[src/rtl/dm_arbiter_if.sv]
// Bus bundle between the two memory requesters, the arbiter and the data memory.
// The slave modport is the arbiter side; the master modport is the requester/memory side.
interface dm_arbiter_if;
    logic        m0_req;
    logic        m0_we;
    logic [31:0] m0_addr;
    logic [3:0]  m0_be;
    logic [31:0] m0_wdata;
    logic        m0_gnt;
    logic        m0_rvalid;
    logic [31:0] m0_rdata;
    logic        m0_err;

    logic        m1_req;
    logic        m1_we;
    logic [31:0] m1_addr;
    logic [3:0]  m1_be;
    logic [31:0] m1_wdata;
    logic        m1_gnt;
    logic        m1_rvalid;
    logic [31:0] m1_rdata;
    logic        m1_err;

    logic        dm_we;
    logic [31:0] dm_addr;
    logic [31:0] dm_wd;
    logic [31:0] dm_rd;

    modport slave (
        input  m0_req, m0_we, m0_addr, m0_be, m0_wdata,
        input  m1_req, m1_we, m1_addr, m1_be, m1_wdata,
        input  dm_rd,
        output m0_gnt, m0_rvalid, m0_rdata, m0_err,
        output m1_gnt, m1_rvalid, m1_rdata, m1_err,
        output dm_we, dm_addr, dm_wd
    );

    modport master (
        output m0_req, m0_we, m0_addr, m0_be, m0_wdata,
        output m1_req, m1_we, m1_addr, m1_be, m1_wdata,
        output dm_rd,
        input  m0_gnt, m0_rvalid, m0_rdata, m0_err,
        input  m1_gnt, m1_rvalid, m1_rdata, m1_err,
        input  dm_we, dm_addr, dm_wd
    );
endinterface

[src/rtl/dm_arbiter.sv]
// Two-port fixed-priority arbiter for the single-port data memory, with a starvation
// guard for port 1, one-cycle sub-word read-modify-write and a registered response.
module dm_arbiter #(
    parameter int unsigned DM_WORDS = 3072,
    parameter int unsigned MAX_WAIT = 4
) (
    input  logic        clk,
    input  logic        reset,
    dm_arbiter_if.slave bus
);
    localparam int unsigned LP_CW    = 4;
    localparam logic [31:0] LP_LIMIT = 32'(DM_WORDS * 4);
    localparam logic [LP_CW-1:0] LP_MAX = LP_CW'(MAX_WAIT);

    logic [LP_CW-1:0] r_starve_cnt;
    logic             r_rvalid0, r_rvalid1;
    logic             r_err0, r_err1;
    logic [31:0]      r_rdata0, r_rdata1;

    logic        w_force1, w_gnt0, w_gnt1, w_any;
    logic        w_we, w_be_ok, w_err;
    logic [31:0] w_addr, w_wdata, w_wd;
    logic [3:0]  w_be;

    // Port 1 overrides the fixed priority once it has waited MAX_WAIT cycles
    assign w_force1 = (r_starve_cnt == LP_MAX) && bus.m1_req;
    assign w_gnt1   = bus.m1_req && (w_force1 || !bus.m0_req);
    assign w_gnt0   = bus.m0_req && !w_gnt1;
    assign w_any    = w_gnt0 || w_gnt1;

    always_comb begin
        w_we    = 1'b0;
        w_addr  = '0;
        w_be    = '0;
        w_wdata = '0;
        if (w_gnt1) begin
            w_we    = bus.m1_we;
            w_addr  = bus.m1_addr;
            w_be    = bus.m1_be;
            w_wdata = bus.m1_wdata;
        end else if (w_gnt0) begin
            w_we    = bus.m0_we;
            w_addr  = bus.m0_addr;
            w_be    = bus.m0_be;
            w_wdata = bus.m0_wdata;
        end
    end

    always_comb begin
        case (w_be)
            4'b1111, 4'b0011, 4'b1100,
            4'b0001, 4'b0010, 4'b0100, 4'b1000: w_be_ok = 1'b1;
            default:                            w_be_ok = 1'b0;
        endcase
    end

    assign w_err = w_any && ((w_addr >= LP_LIMIT) || !w_be_ok);

    // Unselected byte lanes keep the current memory contents
    always_comb begin
        w_wd = bus.dm_rd;
        for (int i = 0; i < 4; i++) begin
            if (w_be[i]) begin
                w_wd[8*i +: 8] = w_wdata[8*i +: 8];
            end
        end
    end

    assign bus.m0_gnt    = w_gnt0;
    assign bus.m1_gnt    = w_gnt1;
    assign bus.dm_we     = w_any && w_we && !w_err && !reset;
    assign bus.dm_addr   = {w_addr[31:2], 2'b00};
    assign bus.dm_wd     = w_wd;

    assign bus.m0_rvalid = r_rvalid0;
    assign bus.m0_rdata  = r_rdata0;
    assign bus.m0_err    = r_err0;
    assign bus.m1_rvalid = r_rvalid1;
    assign bus.m1_rdata  = r_rdata1;
    assign bus.m1_err    = r_err1;

    always_ff @(posedge clk or posedge reset) begin
        if (reset) begin
            r_starve_cnt <= '0;
            r_rvalid0    <= 1'b0;
            r_rvalid1    <= 1'b0;
            r_err0       <= 1'b0;
            r_err1       <= 1'b0;
            r_rdata0     <= '0;
            r_rdata1     <= '0;
        end else begin
            r_rvalid0 <= w_gnt0;
            r_rvalid1 <= w_gnt1;
            r_err0    <= w_gnt0 && w_err;
            r_err1    <= w_gnt1 && w_err;
            r_rdata0  <= (w_gnt0 && !w_we && !w_err) ? bus.dm_rd : 32'h0;
            r_rdata1  <= (w_gnt1 && !w_we && !w_err) ? bus.dm_rd : 32'h0;

            if (!bus.m1_req || w_gnt1) begin
                r_starve_cnt <= '0;
            end else if (r_starve_cnt != LP_MAX) begin
                r_starve_cnt <= r_starve_cnt + LP_CW'(1);
            end
        end
    end
endmodule

[src/flat_wrapper.sv]
// flat-port wrapper written by rule: the top's interface ports become plain ports
module dm_arbiter_flat 
#(
    parameter int unsigned DM_WORDS = 3072,
    parameter int unsigned MAX_WAIT = 4
)
  (clk, reset, bus_m0_req, bus_m0_we, bus_m0_addr, bus_m0_be, bus_m0_wdata, bus_m1_req, bus_m1_we, bus_m1_addr, bus_m1_be, bus_m1_wdata, bus_dm_rd, bus_m0_gnt, bus_m0_rvalid, bus_m0_rdata, bus_m0_err, bus_m1_gnt, bus_m1_rvalid, bus_m1_rdata, bus_m1_err, bus_dm_we, bus_dm_addr, bus_dm_wd);
  dm_arbiter_if bus_i ();
  input  logic clk;
  input  logic reset;
  input wire logic [$bits(bus_i.m0_req)-1:0] bus_m0_req;
  input wire logic [$bits(bus_i.m0_we)-1:0] bus_m0_we;
  input wire logic [$bits(bus_i.m0_addr)-1:0] bus_m0_addr;
  input wire logic [$bits(bus_i.m0_be)-1:0] bus_m0_be;
  input wire logic [$bits(bus_i.m0_wdata)-1:0] bus_m0_wdata;
  input wire logic [$bits(bus_i.m1_req)-1:0] bus_m1_req;
  input wire logic [$bits(bus_i.m1_we)-1:0] bus_m1_we;
  input wire logic [$bits(bus_i.m1_addr)-1:0] bus_m1_addr;
  input wire logic [$bits(bus_i.m1_be)-1:0] bus_m1_be;
  input wire logic [$bits(bus_i.m1_wdata)-1:0] bus_m1_wdata;
  input wire logic [$bits(bus_i.dm_rd)-1:0] bus_dm_rd;
  output wire logic [$bits(bus_i.m0_gnt)-1:0] bus_m0_gnt;
  output wire logic [$bits(bus_i.m0_rvalid)-1:0] bus_m0_rvalid;
  output wire logic [$bits(bus_i.m0_rdata)-1:0] bus_m0_rdata;
  output wire logic [$bits(bus_i.m0_err)-1:0] bus_m0_err;
  output wire logic [$bits(bus_i.m1_gnt)-1:0] bus_m1_gnt;
  output wire logic [$bits(bus_i.m1_rvalid)-1:0] bus_m1_rvalid;
  output wire logic [$bits(bus_i.m1_rdata)-1:0] bus_m1_rdata;
  output wire logic [$bits(bus_i.m1_err)-1:0] bus_m1_err;
  output wire logic [$bits(bus_i.dm_we)-1:0] bus_dm_we;
  output wire logic [$bits(bus_i.dm_addr)-1:0] bus_dm_addr;
  output wire logic [$bits(bus_i.dm_wd)-1:0] bus_dm_wd;
  assign bus_i.m0_req = bus_m0_req;
  assign bus_i.m0_we = bus_m0_we;
  assign bus_i.m0_addr = bus_m0_addr;
  assign bus_i.m0_be = bus_m0_be;
  assign bus_i.m0_wdata = bus_m0_wdata;
  assign bus_i.m1_req = bus_m1_req;
  assign bus_i.m1_we = bus_m1_we;
  assign bus_i.m1_addr = bus_m1_addr;
  assign bus_i.m1_be = bus_m1_be;
  assign bus_i.m1_wdata = bus_m1_wdata;
  assign bus_i.dm_rd = bus_dm_rd;
  assign bus_m0_gnt = bus_i.m0_gnt;
  assign bus_m0_rvalid = bus_i.m0_rvalid;
  assign bus_m0_rdata = bus_i.m0_rdata;
  assign bus_m0_err = bus_i.m0_err;
  assign bus_m1_gnt = bus_i.m1_gnt;
  assign bus_m1_rvalid = bus_i.m1_rvalid;
  assign bus_m1_rdata = bus_i.m1_rdata;
  assign bus_m1_err = bus_i.m1_err;
  assign bus_dm_we = bus_i.dm_we;
  assign bus_dm_addr = bus_i.dm_addr;
  assign bus_dm_wd = bus_i.dm_wd;
  dm_arbiter #(.DM_WORDS(DM_WORDS), .MAX_WAIT(MAX_WAIT)) u_core (.clk(clk), .reset(reset), .bus(bus_i));
endmodule
[config.mk]
export PLATFORM = sky130hd
export DESIGN_NAME = dm_arbiter_flat
export DESIGN_NICKNAME = d
export VERILOG_FILES = /design/src/rtl/dm_arbiter_if.sv /design/src/rtl/dm_arbiter.sv /design/src/flat_wrapper.sv
export SDC_FILE = /design/constraint.sdc
export NUM_CORES = 1
export LEC_CHECK = 0
export ABC_AREA = 1
export CAP_MARGIN = 20
export CORE_AREA = 2 2 120 122
export CTS_CLUSTER_DIAMETER = 150
export CTS_CLUSTER_SIZE = 8
export DETAILED_ROUTE_END_ITERATION = 8
export DIE_AREA = 0 0 122 124
export GPL_ROUTABILITY_DRIVEN = 0
export PLACE_DENSITY = 0.68
export SLEW_MARGIN = 20
export SYNTH_ARGS = -nofsm -noshare
export SYNTH_HDL_FRONTEND = slang
export SYNTH_SLANG_ARGS = --single-unit
[constraint.sdc]
create_clock -name clk -period 4.9 [get_ports clk]
set_input_delay 1.225 -clock clk [delete_from_list [all_inputs] [get_ports clk]]
set_output_delay 1.225 -clock clk [all_outputs]
set_load 0.01 [all_outputs]
==> results.py <==
metrics = {
    "outcome": {
        "status": "complete, no violations",
    },
    "pwr": {
        "worst_ir_drop_vdd_uv": 143.7,
        "p_per_area_mw_per_mm2": 246.9,
        "power_leakage_nw": 3.465,
    },
    "yosys": {
        "synth_flop_cell": "dfrtp_1",
        "async_reset_ff_share_pct": 100.0,
        "ys_seq_area_share_pct": 48.24,
        "synth_area_per_cell_um2": 7.638,
        "ys_warn_count": 0,
        "synth_area_mm2": 0.003735,
        "synth_cell_types": 26,
        "synth_edf_count": 0,
        "yosys_register_bits": 72,
        "synth_cells": 489,
    },
    "clock_network": {
        "root_buffer": "clkbuf_16",
        "cts_max_level": 3,
        "clock_latency_ns": 0.32,
        "clk_pin_slew_ns": 0.06,
        "cts_hold_buf": 0,
        "numClockSinks": 72,
        "cts_buffer_depth": 2,
        "cts-buffers-inserted": 9,
        "cts_tree": "yes",
    },
    "detailed_routing": {
        "drt_first_iter_violations": 155,
        "vias": 4409,
        "postRouteWirelength_um": 14920,
        "wl_per_cell_um": 15.21,
        "drc": 0,
        "dr.pass1.iters": 4,
        "via_per_inst": 4.494,
        "ant_nets": 0,
    },
    "global_routing": {
        "grt_max_degree": 73,
        "antenna_found_initial": 0,
        "gr-usage-met3_pct": 5.082,
        "use_met1_pct": 19.82,
        "grt_usage_pct": 18.02,
        "grt_pass1_wl_um": 20900,
        "grt_pass1_vias": 4204,
        "groute.layer.met2.usage_pct": 33.76,
        "overflow": 0,
        "top_usage_layer": "met2",
    },
    "floorplanning": {
        "dieHeight_um": 124,
        "initial_core_util_pct": 27.22,
        "dieArea_mm2": 0.01513,
        "die_w_um": 122,
        "core_mm2": 0.01372,
        "design.portCount": 309,
        "rows": 43,
    },
    "place": {
        "place_inst": 960,
        "dpl_worst_slack_ns": -0.03953,
        "io_buffers": 302,
        "placed_cell_area_mm2": 0.006954,
        "dp_hpwl_um": 11480,
    },
    "worst_setup_path": {
        "arrival_ns": 3.52,
        "cp-start-kind": "primary input",
        "crit_fanout": 23,
        "r2r_start": "u_core.r_starve_cnt[0]",
        "worstSetupPathType": "in -> out",
        "setup.worst_path.start": "bus_m1_req",
        "crit_required_ns": 3.67,
        "crit_path_end_kind": "output pin",
    },
    "sta": {
        "setup_viol": 0,
        "skew_ns": 0.007496,
        "worst_slack_ns": 0.1597,
        "final_hold_viol_count": 0,
        "relSlewSlack_pct": 40.74,
        "rsz0062_at_grt": "no",
        "period_share_pct": 96.74,
        "finalCriticalPeriod_ns": 4.740,
        "slew_violations": 0,
        "tightest_slew_ns": 0.8890,
        "max_freq_ghz": 0.2110,
    },
    "worst_hold_path": {
        "hold_start": "u_core.r_starve_cnt[0]",
        "min_path_type": "reg -> reg",
    },
    "cells_and_area": {
        "n_fill_cell": 1269,
        "mostFrequentLayoutCells": "clkdlybuf4s50_1 (301), nand2_1 (126), nor2_1 (116)",
        "mostFrequentLayoutCell": "clkdlybuf4s50_1",
        "area_delta_synth_final_pct": 97.05,
        "drive_gt1_share_pct": 6.617,
        "num_antenna_cells": 0,
        "num-nets-final": 972,
        "fin_cells": 981,
        "design_area_mm2": 0.007360,
    },
    "job": {
        "cap_violations": 0,
    },
}
==> flip-flops by register name (all words and copies together), names as in the netlist <==
| name | cells |
|---|---|
| u_core.bus.m0_err | 1 |
| u_core.bus.m0_rdata | 32 |
| u_core.bus.m0_rvalid | 1 |
| u_core.bus.m1_err | 1 |
| u_core.bus.m1_rdata | 32 |
| u_core.bus.m1_rvalid | 1 |
| u_core.r_starve_cnt | 4 |
==> worst paths after layout <==
kind | endpoint | slack, ns | depth (start not counted)
worst max-delay path | bus_dm_wd[4] | 0.16 | 11
worst min-delay path | u_core.r_starve_cnt[0] | 0.50 | 1
worst min register to register | u_core.r_starve_cnt[0] | 0.50 | 1
max in group asynchronous | u_core.bus.m0_rdata[18] | 2.80 | 3
worst max register to register | u_core.bus.m0_rdata[7] | 2.26 | 17
min in group asynchronous | u_core.bus.m0_rdata[30] | 1.51 | 3
==> report_power, final <==
group | switching, mW | total [mW] | internal [mW]
Sequential | 0.00311 | 0.607 | 0.604
Clock | 0.244 | 0.745 | 0.501
Combinational | 0.195 | 0.464 | 0.269
Total | 0.443 | 1.82 | 1.37
==> final cells by class <==
| type | instances | area, um^2 | share of cell area, % |
|---|---|---|---|
| multi-input combinational | 339 | 1584 | 21.52 |
| sequential | 72 | 1802 | 24.48 |
| clock inverter | 6 | 115.1 | 1.564 |
| clock buffer | 10 | 229.0 | 3.111 |
| timing repair buffer | 321 | 3206 | 43.56 |
| inverter | 53 | 198.9 | 2.703 |
| tap | 180 | 225.2 | 3.060 |
==> cell families (layout without fill, tap and decap cells) <==
kind of cell	after synthesis	count (layout)	share of synthesized area [%]
other	1	2	0.1004
adders and majority gates	2	2	0.6699
DFF	72	72	48.24
xor gates and xnor gates	2	2	0.4691
buffers and inverters	81	390	10.62
and+or+nand+nor	287	288	31.73
AOI/OAI and AO/OA	44	45	8.174
==> metal layers <==
layer	wire length (um)	share of wire (%)
met5	0	0
met3	1297	8.7
met1	5573	37
met2	7716	52
met4	334	2.2
==> through the flow <==
stage / utilization, % / hold slack [ns] / power [mW] / TNS (ns)
6_report: 53.64 / 0.4992 / 1.817 / 0
5_1_grt: 53.64 / 0.5194 / 1.903 / 0
4_1_cts: 53.21 / 0.4969 / 1.836 / 0
3_5_place_dp: 50.69 / 0.4888 / 1.079 / -0.1457
3_3_place_gp: 50.69 / 0.4673 / 1.074 / 0
2_1_floorplan: - / 0.4535 / 0.7830 / 0
==> worst max-delay path: stages <==
cell and delay (ns):
clkdlybuf4s50_1 0.50, inv_2 0.06, nor2_4 0.15, nand2_4 0.12, nand2_8 0.15, nand2_2 0.13, clkinv_1 0.14, buf_12 0.18
nand2_1 0.07, a31oi_1 0.21, clkdlybuf4s50_1 0.58
==> what timing repair did <==
action / in CTS / in global routing
pin swaps: 0 / 2
gates resized for setup: 1 / 3
setup endpoints to repair: 7 / 29
gates cloned: 0 / 2
buffers inserted: 0 / 3
==> Yosys cell counts (2+ instances only) <==
| master | number | area share [%] |
|---|---|---|
| nand2_1 | 127 | 13 |
| nor2_1 | 116 | 12 |
| dfrtp_1 | 72 | 48 |
| inv_1 | 51 | 5.1 |
| a31oi_1 | 32 | 5.4 |
| nand3_1 | 25 | 3.4 |
| a22o_1 | 11 | 2.6 |
| buf_6 | 10 | 3.0 |
| clkbuf_1 | 8 | 0.80 |
| nand2_2 | 7 | 1.2 |
| buf_1 | 4 | 0.40 |
| buf_4 | 4 | 0.80 |
| nand2_4 | 4 | 1.2 |
| nand3b_1 | 3 | 0.60 |
| buf_2 | 2 | 0.27 |
| ha_1 | 2 | 0.67 |
| nand4_1 | 2 | 0.33 |
Power figures use the tool's default switching activity.
